File: config.mk
export PLATFORM = sky130hd
export DESIGN_NAME = cdb_arbiter
export DESIGN_NICKNAME = d
export VERILOG_FILES = /design/src/rtl/types_pkg.sv /design/src/rtl/rr_arbiter3.sv /design/src/rtl/cdb_arbiter.sv
export SDC_FILE = /design/constraint.sdc
export NUM_CORES = 1
export LEC_CHECK = 0
export BUFFER_PORTS_ARGS = -buffer_cell sky130_fd_sc_hd__buf_2
export CAP_MARGIN = 20
export CORE_ASPECT_RATIO = 1.2
export CORE_UTILIZATION = 40
export DETAILED_ROUTE_END_ITERATION = 16
export PLACE_DENSITY_LB_ADDON = 0.08
export REMOVE_ABC_BUFFERS = 1
export SYNTH_ARGS = -nofsm -noshare
export SYNTH_HDL_FRONTEND = slang
export SYNTH_HIERARCHICAL = 1
export SYNTH_SLANG_ARGS = --single-unit
File: constraint.sdc
create_clock -name clk -period 2.7 [get_ports clk]
set_input_delay 0.27 -clock clk [delete_from_list [all_inputs] [get_ports clk]]
set_output_delay 0.27 -clock clk [all_outputs]
set_load 0.005 [all_outputs]
File: src/rtl/types_pkg.sv
// Shared types for the result-broadcast path.
//   cdb_src_e : source encodings on the common data bus (ALU=0, MEM=1, BR=2)
//   alu_data  : ALU functional-unit result (fu_alu_done qualifies it)
//   mem_data  : memory functional-unit result (fu_mem_done qualifies it)
//   b_data    : branch-unit result, including mispredict recovery info
//   cdb_data  : one registered broadcast on the common data bus
package types_pkg;

  typedef enum logic [1:0] {
    CDB_SRC_ALU = 2'd0,
    CDB_SRC_MEM = 2'd1,
    CDB_SRC_BR  = 2'd2
  } cdb_src_e;

  typedef struct packed {
    logic        fu_alu_done;
    logic [6:0]  pd;
    logic [31:0] data;
    logic [4:0]  rob_tag;
  } alu_data;

  typedef struct packed {
    logic        fu_mem_done;
    logic [6:0]  pd;
    logic [31:0] data;
    logic [4:0]  rob_tag;
  } mem_data;

  typedef struct packed {
    logic        fu_b_done;
    logic [6:0]  pd;
    logic [31:0] data;
    logic [4:0]  rob_tag;
    logic        mispredict;
    logic [4:0]  mispredict_tag;
    logic        jalr_bne_signal;
    logic [31:0] pc;
  } b_data;

  typedef struct packed {
    logic        valid;
    logic [1:0]  src;
    logic [6:0]  pd;
    logic [31:0] data;
    logic [4:0]  rob_tag;
    logic        mispredict;
    logic [4:0]  mispredict_tag;
    logic        jalr_bne_signal;
    logic [31:0] pc;
  } cdb_data;

endpackage

File: src/rtl/rr_arbiter3.sv
// Three-way round-robin grant.
//   req   : request per source (bit 0 = ALU, 1 = MEM, 2 = BR)
//   ptr   : source with highest priority this cycle; 3 is treated as 0
//   grant : one-hot grant, all zero when nothing requests
module rr_arbiter3 (
  input  logic [2:0] req,
  input  logic [1:0] ptr,
  output logic [2:0] grant
);

  always_comb begin
    grant = 3'b000;
    case (ptr)
      2'd1: begin
        if      (req[1]) grant = 3'b010;
        else if (req[2]) grant = 3'b100;
        else if (req[0]) grant = 3'b001;
      end
      2'd2: begin
        if      (req[2]) grant = 3'b100;
        else if (req[0]) grant = 3'b001;
        else if (req[1]) grant = 3'b010;
      end
      default: begin
        if      (req[0]) grant = 3'b001;
        else if (req[1]) grant = 3'b010;
        else if (req[2]) grant = 3'b100;
      end
    endcase
  end

endmodule

File: src/rtl/cdb_arbiter.sv
// Common-data-bus arbiter: one holding slot per functional unit, a
// round-robin grant each cycle, and a registered broadcast.
//   clk, reset          : clock, synchronous active-high reset
//   alu_in/mem_in/b_in  : functional-unit results, qualified by their done bit
//   alu_/mem_/b_ready   : the unit may present a result this cycle
//   flush               : mispredict recovery, discards all buffered results
//   cdb_out             : registered broadcast (valid qualifies the payload)
//   rr_ptr_dbg          : current round-robin pointer (observation only)
//
// Handshake: a result transfers into its slot on a rising edge where
// done=1 and ready=1 (and no flush/reset). done with ready=0 is ignored and
// the unit must hold the result. ready = !slot_valid || slot granted now, so
// an uncontended unit can stream one result per cycle.
module cdb_arbiter
  import types_pkg::*;
(
  input  logic       clk,
  input  logic       reset,
  input  alu_data    alu_in,
  input  mem_data    mem_in,
  input  b_data      b_in,
  input  logic       flush,
  output logic       alu_ready,
  output logic       mem_ready,
  output logic       b_ready,
  output cdb_data    cdb_out,
  output logic [1:0] rr_ptr_dbg
);

  // The stored done bit doubles as the slot's valid bit.
  alu_data  alu_slot;
  mem_data  mem_slot;
  b_data    b_slot;
  cdb_src_e rr_ptr;
  cdb_src_e next_ptr;
  cdb_data  next_cdb;
  logic [2:0] grant;

  rr_arbiter3 u_rr (
    .req   ({b_slot.fu_b_done, mem_slot.fu_mem_done, alu_slot.fu_alu_done}),
    .ptr   (rr_ptr),
    .grant (grant)
  );

  assign alu_ready  = !reset && (!alu_slot.fu_alu_done || grant[0]);
  assign mem_ready  = !reset && (!mem_slot.fu_mem_done || grant[1]);
  assign b_ready    = !reset && (!b_slot.fu_b_done     || grant[2]);
  assign rr_ptr_dbg = rr_ptr;

  // With no grant the payload fields hold and only valid drops.
  // Non-branch grants zero the branch-only fields.
  always_comb begin
    next_cdb       = cdb_out;
    next_cdb.valid = 1'b0;
    next_ptr       = rr_ptr;
    if (grant[0]) begin
      next_cdb         = '0;
      next_cdb.valid   = 1'b1;
      next_cdb.src     = CDB_SRC_ALU;
      next_cdb.pd      = alu_slot.pd;
      next_cdb.data    = alu_slot.data;
      next_cdb.rob_tag = alu_slot.rob_tag;
      next_ptr         = CDB_SRC_MEM;
    end else if (grant[1]) begin
      next_cdb         = '0;
      next_cdb.valid   = 1'b1;
      next_cdb.src     = CDB_SRC_MEM;
      next_cdb.pd      = mem_slot.pd;
      next_cdb.data    = mem_slot.data;
      next_cdb.rob_tag = mem_slot.rob_tag;
      next_ptr         = CDB_SRC_BR;
    end else if (grant[2]) begin
      next_cdb.valid           = 1'b1;
      next_cdb.src             = CDB_SRC_BR;
      next_cdb.pd              = b_slot.pd;
      next_cdb.data            = b_slot.data;
      next_cdb.rob_tag         = b_slot.rob_tag;
      next_cdb.mispredict      = b_slot.mispredict;
      next_cdb.mispredict_tag  = b_slot.mispredict_tag;
      next_cdb.jalr_bne_signal = b_slot.jalr_bne_signal;
      next_cdb.pc              = b_slot.pc;
      next_ptr                 = CDB_SRC_ALU;
    end
  end

  always_ff @(posedge clk) begin
    if (reset) begin
      alu_slot <= '0;
      mem_slot <= '0;
      b_slot   <= '0;
      rr_ptr   <= CDB_SRC_ALU;
      cdb_out  <= '0;
    end else if (flush) begin
      // Flush beats capture and grant; the pointer is left where it was.
      alu_slot.fu_alu_done <= 1'b0;
      mem_slot.fu_mem_done <= 1'b0;
      b_slot.fu_b_done     <= 1'b0;
      cdb_out.valid        <= 1'b0;
    end else begin
      cdb_out <= next_cdb;
      rr_ptr  <= next_ptr;
      // Clear on grant first; a same-edge capture overrides the clear.
      if (grant[0]) alu_slot.fu_alu_done <= 1'b0;
      if (grant[1]) mem_slot.fu_mem_done <= 1'b0;
      if (grant[2]) b_slot.fu_b_done     <= 1'b0;
      if (alu_in.fu_alu_done && alu_ready) alu_slot <= alu_in;
      if (mem_in.fu_mem_done && mem_ready) mem_slot <= mem_in;
      if (b_in.fu_b_done     && b_ready)   b_slot   <= b_in;
    end
  end

endmodule

## After elaboration in Yosys (flattened, before gate mapping)

Index checks and enable logic that the tools add are counted.

- Equal/unequal tests: 2
- Reduce and logical (&&, ||, !) cells: 22
- Mux-type cells: 22
- Bitwise logic cells: 1

Operators by type and width:

| cell | number |
|---|---|
| $mux W86 | 3 |
| $mux W45 | 2 |
| $mux W84 | 1 |
| $mux W3 | 7 |
| $mux W2 | 4 |
| $reduce_and A2 Y1 | 4 |
| $logic_and A1 B1 Y1 | 6 |
| $pmux W3 S2 | 1 |
| $reduce_bool A2 Y1 | 3 |
| $logic_not A1 Y1 | 4 |
| $mux W1 | 4 |
| $logic_or A1 B1 Y1 | 3 |
| $reduce_bool A3 Y1 | 1 |
| $eq A2 B1 Y1 const B | 1 |
| $eq A2 B2 Y1 const B | 1 |
| $reduce_or A2 Y1 | 1 |
| $not A1 Y1 | 1 |

- Bits in registers: 262
- Bits of input ports: 177
- Logic and storage cells: 73

## Longest topological paths before layout

- Word-level depth: 8
- Gate-level depth with buffers: 11
- Mapped depth without buffers: 8

## By module

Netlist, hierarchy kept.

Modules (own cells, without submodules):

| module | cells an instance | times used | area each (sq um) |
|---|---|---|---|
| cdb_arbiter | 1223 | 1 | 10827.9 |
| rr_arbiter3 | 17 | 1 | 120.1 |

## Least setup slack after synthesis

No wires, ideal clock.

- Path type: reg2reg
- Start: register rr_ptr[0], in the netlist rr_ptr_dbg[0]
- End: register cdb_out[39] (netlist bit)
- Period minus slack after synthesis: 2.215 ns
- Data required time: 2.583 ns
- Slack: 0.485 ns
- Arrival: 2.098 ns
- Cell stages (with the launch flop): 10
- Buffers on the path: 2
- Path through: dfxtp_1 inv_1 ha_1 mux2i_1 a21boi_0 or3_1 and2_1 buf_6 buf_6 a32o_1

- Cells in the longest elaborated chain, start to end: 4

Ends and longest elaborated chain:

| element | RTL line | RTL |
|---|---|---|
| from (decl) | cdb_arbiter.sv:34 | `cdb_src_e rr_ptr;` |
| from (signal assigned) | cdb_arbiter.sv:101 | `rr_ptr <= next_ptr;` |
| $eq A2 B2 Y1 / $eq A2 B1 Y1 (equally long branches) | rr_arbiter3.sv:13 | `case (ptr)` |
| $pmux W3 S2 * | rr_arbiter3.sv:13 |  |
| via grant[1] | cdb_arbiter.sv:37 | `logic [2:0] grant;` |
| $reduce_bool A3 Y1 (no line) / $mux W86 (equally long branches) | n/a |  |
| $reduce_and A2 Y1 (no line) / $mux W86 (equally long branches) | n/a |  |
| to (signal assigned) | cdb_arbiter.sv:100 | `cdb_out <= next_cdb;` |
| to (decl) | cdb_arbiter.sv:26 | `output cdb_data cdb_out,` |

Mark *: on every way through the listed nets, which the timed path passes. The rest lies on a longest branch.
A chain may end at the register's enable or synchronous reset.

## Worst setup path in the final report

- Start: register rr_ptr[0], in the netlist rr_ptr_dbg[0]
- End: output port b_ready

- Cells in the longest elaborated chain, start to end: 4

Ends and longest elaborated chain:

| element | RTL line | RTL |
|---|---|---|
| $eq A2 B2 Y1 / $eq A2 B1 Y1 (equally long branches) | rr_arbiter3.sv:13 |  |
| $pmux W3 S2 * | rr_arbiter3.sv:13 |  |
| via grant[2] | cdb_arbiter.sv:37 |  |
| $logic_or A1 B1 Y1 * | cdb_arbiter.sv:47 | `assign b_ready = !reset && (!b_slot.fu_b_done \|\| grant[2]);` |
| $logic_and A1 B1 Y1 * | cdb_arbiter.sv:47 |  |
| to (decl) | cdb_arbiter.sv:25 | `output logic b_ready,` |

Marked as above.

==> impl_metrics.yaml <==
outcome:
  outcome: "finished clean"
sta:
  max_freq_mhz: 384
  post-route-min-period_ps: 2600
  grt_setup_unrepaired: "false"
  hold_violations: 0
  finalSetupViolCount: 0
  finalSetupTns_ps: 0
  hold_ws_ps: 9.12
  finalClockSkew_ps: 10.6
  timing.final.crit_share_pct: 96.5
  worst_pin_slew_ps: 708
  slew_violations: 0
  slew_headroom_pct: 52.7
drt:
  routed_via_density: 5.72
  dr_total_vias: 11200
  drt_iter0_markers: 740
  drc: 0
  drt-total-wl_mm: 39.3
  wl_per_cell_um: 20.1
  drtPass1Iterations: 5
  postRouteAntennaNets: 0
global_routing:
  grt_pass1_wl_mm: 60.9
  gr-total-overflow: 0
  grt_pass1_vias: 11000
  groute.usage.overall_pct: 27.1
  antenna_found_initial: 0
  grt_max_degree: 94
worst_setup_path:
  start_kind: "flop"
  end_kind: "output pin"
  crit_fanout: 28
  cp_slowest_cell: "dfxtp_4"
  cp_data_arrival_time_ps: 2330
  slowest_delay_ps: 370
  crit_family: "buffers and inverters"
  path_class: "flop to output pin"
  crit_chain: "inv_1, ha_4, mux2i_1, buf_4, o32ai_4, nor2b_4, buf_12, nor2_1, buf_2"
  critPathRequiredTime_ps: 2430
  worst-path-buf-inv: 4
final_layout:
  area_growth_pct: 39.2
  nets: 1779
  antenna_cells: 0
  finalNonFillerCells: 1952
  register_area_mm2: 0.00523
  fill_cells: 2445
  multiInputGateArea_mm2: 0.00506
  fin_util_pct: 57.3
  drive_gt1_share_pct: 23.3
floorplan:
  rows: 65
  die-height_um: 183
  die_area_mm2: 0.0280
  ios: 268
  core-area_mm2: 0.0266
  initial_core_util_pct: 41.2
  die_w_um: 153
power:
  power_density_mw_per_mm2: 579
  peakVddDrop_mv: 0.391
  finalPower_mw: 8.83
  leakagePower_nw: 6.72
cts:
  cts_buffers: 28
  clk_pin_slew_worst_paths_ps: 60
  clock_path_buffers: 3
  cts.sink_count: 261
  htree_levels: 1
  cts_tree: "yes"
  cts_root_buf: "clkbuf_16"
  clk_latency_ps: 540
placed_design:
  dpl.cell_count: 1729
  dpl.hpwl_mm: 22.3
  routabilityCongestion: 0.756
  place.port_buffers: 267
yosys:
  yosysTopAreaCell: "dfxtp_1"
  syn_inst: 1240
  synth.top_cell.area_share_pct: 47.7
  syn-mean-instance-area_um2: 8.83
  ys_seq_elements: 261
  ys_warn_count: 6
  ys_types: 31
  synth.area.top_cells: "dfxtp_1 48%, o311ai_0 14%, nand3_1 7.9%"
  syn_area_mm2: 0.0109
  ys_seq_area_share_pct: 47.7
flow_run:
  cap_violations: 0
worst_hold_path:
  hp-class: "input pin to flop"
flip-flops by register name, summed over array words and instances (netlist names):
register	flops
rr_ptr_dbg	1
cdb_out	86
b_slot	84
alu_slot	45
mem_slot	45
Yosys cell counts (all sizes together):
library cell and count:
nand3 172, a21o 1, inv 9, nor3b 3, and3 1, clkinv 1
a21boi 4, ha 4, a32o 44, a21oi 48, nor2 6, o32ai 1
nor2b 4, mux2i 1, clkbuf 106, and2 1, nand2 217, nand2b 49
nor3 1, buf 49, o21ai 45, a22o 40, or3 1, o311ai 171
dfxtp 261
report_power, final:
group          internal (mW)  switching (mW)
Sequential              4.00          0.0742
Clock                   2.06            1.56
Combinational          0.506           0.626
per-layer routing:
layer / part of all wire (%) / vias to the layer above / track usage, %
met4: 2.4 / 0 / 8.08
li1: - / 5351 / -
met5: 0 / - / 0
met1: 43 / 5381 / 34.7
met2: 49 / 378 / 47.3
met3: 5.3 / 62 / 3.62
worst paths after layout:
check | from | cells past startpoint | endpoint | slack [ps]
worst max register to register | rr_ptr_dbg[0] | 10 | cdb_out[24] | 170
worst min-delay path | mem_in[1] | 3 | mem_slot[1] | 9
worst min register to register | b_slot[36] | 1 | cdb_out[36] | 460
worst max-delay path | rr_ptr_dbg[0] | 9 | b_ready | 100
through the flow:
stage	instance area (um^2)	setup WS, ps
2_1_floorplan	10200	-5150
3_3_place_gp	12500	208
3_5_place_dp	12500	122
4_1_cts	15200	5.84
5_1_grt	15200	1.03
6_report	15200	95.3
tightest hold or removal path: stages:
cell,delay (ps)
buf_2,80
nand3_1,90
nand2_1,70
logic make-up (layout without fill, tap and decap cells):
family	Yosys count	in the layout	synth area share (%)
and+or+nand+nor	455	455	19.2
muxes	1	1	0.0914
adders and majority gates	4	4	0.457
AOI/OAI and AO/OA	354	354	25.6
DFF	261	261	47.7
buffers and inverters	165	542	6.95
cell usage in the layout (no fill, tap or decap), drive strengths merged, types with 4 or more instances in the layout:
cell type and instances:
a21boi 4, a32o 44, nor2 6, inv 8
buf 313, clkinv 10, ha 4, nand3 172
dfxtp 261, nand2 217, dlygate4sd3 166, clkbuf 42
nor2b 4, nand2b 49, a22o 40, a21oi 48
o311ai 171, o21ai 45
final cells by class:
| cell class | instances | share of cell area [%] |
|---|---|---|
| multi-input combinational | 814 | 33.2 |
| tap | 335 | 2.75 |
| sequential | 261 | 34.3 |
| clock inverter | 8 | 0.263 |
| timing repair buffer | 483 | 23.9 |
| inverter | 10 | 0.263 |
| clock buffer | 41 | 5.32 |
timing repair:
item	CTS	global route
buffers inserted	2	2
hold buffers	166	0
endpoints found under the setup margin	3	3
hold endpoints to repair	166	0
gates resized for setup	6	3
pin swaps	2	0
gates cloned	3	1
No activity file was read; power rests on OpenSTA's default activity.
